[src/rtl/atan_addr_gen.sv]
// Folds a signed complex sample to the first quadrant, block-normalises both
// magnitudes and packs them into the arctan ROM address (3-stage pipeline).
module atan_addr_gen #(
  parameter int DIN_WIDTH = 18,
  parameter int ADDR_HALF = 9
) (
  input  logic                     clk,
  input  logic                     rst_n,
  input  logic                     ce,
  input  logic [DIN_WIDTH-1:0]     din_re,
  input  logic [DIN_WIDTH-1:0]     din_im,
  input  logic                     din_valid,
  output logic [2*ADDR_HALF-1:0]   addr,
  output logic [1:0]               quad,
  output logic                     zero,
  output logic                     addr_valid
);

  localparam int MW = DIN_WIDTH - 1;
  localparam int PW = $clog2(MW);
  localparam logic [PW-1:0] P_NORM = PW'(ADDR_HALF - 1);

  // Index 0 carries the real part, index 1 the imaginary part.
  logic [1:0][DIN_WIDTH-1:0] din_c;
  logic [1:0][MW-1:0]        abs_d;
  logic [1:0][MW-1:0]        mag1_q;
  logic [1:0]                sgn1_q;
  logic                      v1_q;

  logic [MW-1:0]             max_d;
  logic [PW-1:0]             p_d;
  logic                      zero_d;
  logic [1:0][MW-1:0]        mag2_q;
  logic [PW-1:0]             p2_q;
  logic                      zero2_q;
  logic [1:0]                sgn2_q;
  logic                      v2_q;

  logic [1:0][ADDR_HALF-1:0] norm_d;
  logic [2*ADDR_HALF-1:0]    addr_d;
  logic [2*ADDR_HALF-1:0]    addr_q;
  logic [1:0]                quad_q;
  logic                      zero_q;
  logic                      valid_q;

  assign din_c[0] = din_re;
  assign din_c[1] = din_im;

  genvar gi;
  generate
    for (gi = 0; gi < 2; gi++) begin : g_chan
      logic [DIN_WIDTH-1:0] neg;
      logic [MW-1:0]        shifted;
      assign neg = -din_c[gi];
      // Only the most-negative input still has its MSB set after negation.
      assign abs_d[gi] = !din_c[gi][DIN_WIDTH-1] ? din_c[gi][MW-1:0] :
                         neg[DIN_WIDTH-1]        ? {MW{1'b1}}       :
                                                   neg[MW-1:0];
      assign shifted = (p2_q >= P_NORM) ? (mag2_q[gi] >> (p2_q - P_NORM))
                                        : (mag2_q[gi] << (P_NORM - p2_q));
      assign norm_d[gi] = shifted[ADDR_HALF-1:0];
    end
  endgenerate

  assign max_d = (mag1_q[0] >= mag1_q[1]) ? mag1_q[0] : mag1_q[1];

  always_comb begin
    p_d = '0;
    for (int i = 0; i < MW; i++) begin
      if (max_d[i]) p_d = PW'(i);
    end
    zero_d = (max_d == '0);
  end

  assign addr_d = zero2_q ? '0 : {norm_d[1], norm_d[0]};

  always_ff @(posedge clk or negedge rst_n) begin
    if (!rst_n) begin
      mag1_q  <= '0;
      sgn1_q  <= '0;
      v1_q    <= 1'b0;
      mag2_q  <= '0;
      p2_q    <= '0;
      zero2_q <= 1'b0;
      sgn2_q  <= '0;
      v2_q    <= 1'b0;
      addr_q  <= '0;
      quad_q  <= '0;
      zero_q  <= 1'b0;
      valid_q <= 1'b0;
    end else if (ce) begin
      mag1_q  <= abs_d;
      sgn1_q  <= {din_im[DIN_WIDTH-1], din_re[DIN_WIDTH-1]};
      v1_q    <= din_valid;
      mag2_q  <= mag1_q;
      p2_q    <= p_d;
      zero2_q <= zero_d;
      sgn2_q  <= sgn1_q;
      v2_q    <= v1_q;
      addr_q  <= addr_d;
      quad_q  <= sgn2_q;
      zero_q  <= zero2_q;
      valid_q <= v2_q;
    end
  end

  assign addr       = addr_q;
  assign quad       = quad_q;
  assign zero       = zero_q;
  assign addr_valid = valid_q;

endmodule

[config.mk]
export PLATFORM = sky130hd
export DESIGN_NAME = atan_addr_gen
export DESIGN_NICKNAME = d
export VERILOG_FILES = /design/src/rtl/atan_addr_gen.sv
export SDC_FILE = /design/constraint.sdc
export NUM_CORES = 1
export LEC_CHECK = 0
export ABC_AREA = 1
export CORE_MARGIN = 5
export CORE_UTILIZATION = 50
export CTS_CLUSTER_SIZE = 10
export DETAILED_ROUTE_END_ITERATION = 6
export MAX_ROUTING_LAYER = met4
export PLACE_DENSITY = 0.73
export SLEW_MARGIN = 15
export SYNTH_ARGS = -nofsm -noshare
export SYNTH_HDL_FRONTEND = slang
export SYNTH_SLANG_ARGS = --single-unit
[constraint.sdc]
create_clock -name clk -period 7.14 [get_ports clk]
set_input_delay 1.785 -clock clk [delete_from_list [all_inputs] [get_ports clk]]
set_output_delay 1.785 -clock clk [all_outputs]
set_load 0.05 [all_outputs]
Yosys cells after proc, flatten, opt, wreduce, memory -nomap -nowiden
Index checks and enable logic that the tools add are counted.

word-level totals
  register bits after elaboration = 102
  output and inout bits = 22

cells by class
  add/subtract/negate cells = 4
  $lt $le $gt $ge = 2
  shift-type cells = 4
  multiplexer cells = 24
  reduce and logical (&&, ||, !) cells = 1

operators by type and width
  cell                                                  count
  2-to-1 mux 17 bit                                     5
  2-to-1 mux 5 bit                                      14
  negator 18 bit                                        2
  << shifter 17 x 5 -> 9 bit                            2
  right shift 17 x 5 -> 9 bit                           2
  2-to-1 mux 18 bit                                     1
  2-to-1 mux 9 bit                                      2
  >= comparator 17 bit                                  1
  logical NOT 17 bit                                    1
  >= comparator 5 x 4 -> 1 bit (second input constant)  1
  subtractor 4 x 5 -> 5 bit (first input constant)      1
  subtractor 5 x 4 -> 5 bit (second input constant)     1
  2-to-1 mux 2 bit                                      1
  2-to-1 mux 1 bit                                      1

Depth between registers and ports, before layout
  depth in word-level cells = 18
  gate-level depth with buffers = 28
  mapped depth without buffers = 28

Worst setup path after synthesis
Ideal clock, no wire load.

  path kind = in2reg
  start = in din_re[0]
  end = reg mag1_q[16] (netlist name)
  arrival = 3.220 ns
  required time = 7.021 ns
  slack = 3.800 ns
  cell stages on the path = 14
  buffers on the path = 0
  cells stage by stage = inv_1 > ha_1 > inv_1 > nor4_1 > inv_1 > nor3_1 > a21oi_1 > inv_1 > o21ai_0 > inv_1 > o21ai_0 > xor2_1 > o22ai_1 > inv_1

between the ends
  longest elaborated chain between the ends = 3

RTL lines
  element               RTL line  source
  from (decl)           10        input logic [DIN_WIDTH-1:0] din_re,
  negator 18 bit        54        assign neg = -din_c[gi];
  2-to-1 mux 17 bit     57        neg[DIN_WIDTH-1] ? {MW{1'b1}} :
  2-to-1 mux 17 bit     56        assign abs_d[gi] = !din_c[gi][DIN_WIDTH-1] ? din_c[gi][MW-1:0] :
  to (signal assigned)  92        mag1_q <= abs_d;
  to (decl)             26        logic [1:0][MW-1:0] mag1_q;

No other way between the ends.
A chain may end at the register's enable or synchronous reset.

Final worst setup path
  start = in din_im[1]
  end = reg mag1_q[31] (netlist name)

between the ends
  longest elaborated chain between the ends = 3

RTL lines
  element            RTL line  source
  from (decl)        11        input logic [DIN_WIDTH-1:0] din_im,
  negator 18 bit     54
  2-to-1 mux 17 bit  57
  2-to-1 mux 17 bit  56

No other way between the ends.

==> results.txt <==
The cell that appears most often on the critical path is inv_1. The via density per instance is 5.60. The average wire per standard cell came out at 15.9 um. The max-slew violation total from the final report came to 0.

STA classifies the critical path endpoint as a flip-flop. The final wirelength came out at 19400 um. The count of yosys warnings during synthesis is 0. Summing every instance area after synthesis gives 0.00711 sq mm. The starting density of the core is 51.0%.

The max-slew headroom at the worst pin came out at 32.6%. The routed layout has 6824 vias. At the worst endpoint, the required time is 7410 ps. The number of synthesized register bits is 102. The total half-perimeter wirelength after legalization and detailed placement came out at 14700 um. The initial antenna violation count came out at 0. The slowest stage of the critical path is the clkdlybuf4s50_1 cell. The post-route non-filler standard cell count is 1218. The total clock buffers created by CTS came out at 9. The highest achievable clock rate is 268 MHz.

Sequential cells were found to cover 35.9% of the synthesized design area. The number of setup buffers added after CTS is 0. The sequential cell area in the final layout is 0.00255 sq mm.

The worst reg-to-reg path cell count came out at 12. Entering global routing, the biggest net connects 74 pins. The post-route minimum period came out at 3720 ps. The routability congestion estimate from global placement came out at 1.02. The number of synthesized flops with an enable pin is 0. The hold violation count in the final report came to 0.

The via count of the first global-routing pass was 6396. The number of placed instances, taps included came out at 1203. The clock net in this run drives a total of 102 sinks. The final layout contains 1095 nets. The share of the core filled with cells in the final layout is 57.6%.

In this run the worst hold path is classified as reg2reg. The slew of the pin with the lowest slew margin came out at 1010 ps. The global routing usage summed across all routing layers is 24.8%.

The horizontal extent of the die came out at 129 um. The run finished with clean final reports. The number of H-tree branching levels came out at 3. The peak fanout along the critical path came out at 3. The die outline height is 129 um. The final-layout setup total negative slack is 0 ps. The cts-stage hold buffer count came out at 0. The count of distinct cell types in the synthesized netlist is 57. The wire length of the first global-routing pass came out at 31900 um.

The average instance in the mapped netlist occupies 7.06 sq um. After clock tree synthesis, the clock-pin slew on the worst setup and hold paths is 70 ps. The met3 track utilization from global routing is 4.53%. The library cell used most frequently in the layout, excluding fill and tap cells, is nand2_1. The power density over the cells is 319 mW/mm^2. The global routing stage identified its most utilized layer as met2. Data on the critical path arrives at its endpoint at 3990 ps. For this run, asynchronously set or reset flops after synthesis account for 100%. The cell depth of the worst min-delay path came out at 2. In this run the clock root is driven by a clkbuf_16. In this run the tool buffered the top-level ports with 61 buffer cells. The most used flip-flop cell after synthesis is dfrtp_1. In the layout the commonest cells are 265 x nand2_1, 130 x o21ai_0, 104 x inv_1. The global-route congestion overflow total is 0.

The worst setup path is of the in2reg kind. The total nets after synthesis came out at 1068. The area added between synthesis and finish is 13.0%. The antenna cell count came out at 0. The number of buffers between clock root and the deepest sink came out at 2.

The delay of the slowest cell on the worst path is 450 ps. Setup violations remaining at the end of the flow were counted as 0. The count of boundary I/O pins is 62. For the final database, setup skew stands at 5.84 ps. Global routing used 39.9% of the available met2 tracks. Final hold analysis gives a worst-case slack of 471 ps. For met1 alone, demand over resource in global routing was 31.6%. Setup repair after global routing left no endpoint under its margin. The instance count of the mapped netlist is 1007. Across the run, the number of max-cap violations was 0. The share of cells above drive strength 1 is 6.65%. The leakage power of the design came out at 3.76 nW. The count of nets left with antenna violations once routing finished came out at 0.

The multi-input combinational cells in the finished layout cover a total of 0.00388 sq mm. The post-route fraction of the period consumed by the critical path came out at 52.2%. The initialized floorplan defines 43 standard-cell rows. The worst setup path is launched from an input port. The post-cts gate resize count is 0.

The length of the first detailed-routing pass in iterations is 7. TritonCTS built the clock tree. The insertion delay to the later sink of the worst-skew pair came out at 360 ps.

The highest ir drop seen on vdd is 138 uV. The number of DRC violations after detailed routing is 0. The total of fill cells in the finished design came out at 1349. The first-iteration detailed-routing DRC count came out at 493. The area of the placeable core is 0.0139 sq mm. The area of the die is 0.0167 sq mm. The signal on the critical path passes through clkdlybuf4s50_1 > inv_1 > ha_1 > inv_1 > nor4_1 > inv_1 > nor4_1 > nand2_1 > nand2_1 > o21ai_0 > or2_2 > a22oi_1.
-- where the power goes --
group | internal (mW) | switching (mW) | leakage (nW)
logic | 0.426 | 0.880 | 2.40
registers | 0.686 | 0.101 | 1.22
clock network | 0.246 | 0.224 | 0.132
-- metrics by stage --
step	cell area (sq um)	setup slack, ps	power (mW)
6_report	8030	3420	2.56
5_1_grt	8030	3130	2.75
4_1_cts	8030	3450	2.56
3_5_place_dp	7760	3070	2.09
3_3_place_gp	7760	3140	2.07
2_1_floorplan	7110	3800	1.72
-- final timing paths --
kind | from | endpoint | slack, ps
worst max-delay path | din_im[1] | mag1_q[31] | 3420
worst min-delay path | sgn1_q[0] | sgn2_q[0] | 470
worst max register to register | p2_q[1] | addr[12] | 3880
worst min register to register | sgn1_q[0] | sgn2_q[0] | 470
max in group asynchronous | rst_n | mag1_q[22] | 4570
min in group asynchronous | rst_n | mag2_q[30] | 1370
-- per-layer routing --
layer | vias up | share of wire [%]
met4 | 0 | 2.7
met3 | 36 | 5.7
met1 | 3188 | 44
met2 | 193 | 47
met5 | - | 0
li1 | 3407 | -
-- layout make-up --
| type | instances | share of cell area, % |
|---|---|---|
| clock inverters | 4 | 0.374 |
| well taps | 180 | 2.80 |
| flip-flops and latches | 102 | 31.8 |
| multi-input cells | 735 | 48.4 |
| inverters | 119 | 5.59 |
| clock buffers | 11 | 3.02 |
| repair buffers | 67 | 8.07 |
-- synth_stat cells, types with 7 or more instances --
cell type / n / area share, %
buf_2: 7 / 0.49
o22ai_1: 8 / 0.70
a22o_1: 8 / 0.99
xor2_1: 10 / 1.2
clkbuf_1: 34 / 1.8
o32ai_1: 7 / 0.86
a21oi_1: 64 / 4.5
nor2_1: 77 / 4.1
o21ai_0: 130 / 9.2
nand3_1: 20 / 1.4
o21ai_1: 9 / 0.63
inv_1: 105 / 5.5
dfrtp_1: 102 / 36
buf_1: 7 / 0.37
xnor2_1: 12 / 1.5
inv_2: 13 / 0.69
nand2_1: 265 / 14
a22oi_1: 15 / 1.6
o31ai_1: 10 / 1.1
ha_1: 21 / 3.7
-- critical path, delay by kind of cell --
family          cells  cell delay, ps
fa+ha+maj           1             150
compound gates      2             270
simple gates        5            1080
buf+inv             4             700
-- cells by family (layout without fill, tap and decap cells) --
group                      after synthesis  in the layout  share of synthesized area (%)
AOI/OAI and AO/OA                      292            292                           24.7
buffers and inverters                  170            201                           9.45
and+or+nand+nor                        398            398                           23.2
xor gates and xnor gates                22             22                           2.71
muxes                                    2              2                          0.282
adders and majority gates               21             21                           3.70
DFF                                    102            102                           35.9
-- sequential cells by signal, summed over array words and instances, names as in the netlist --
register,cells
zero,1
p2_q,5
sgn1_q,2
addr_valid,1
addr,18
v1_q,1
zero2_q,1
mag1_q,34
sgn2_q,2
mag2_q,34
v2_q,1
quad,2
(Power assumes the default switching activity.)
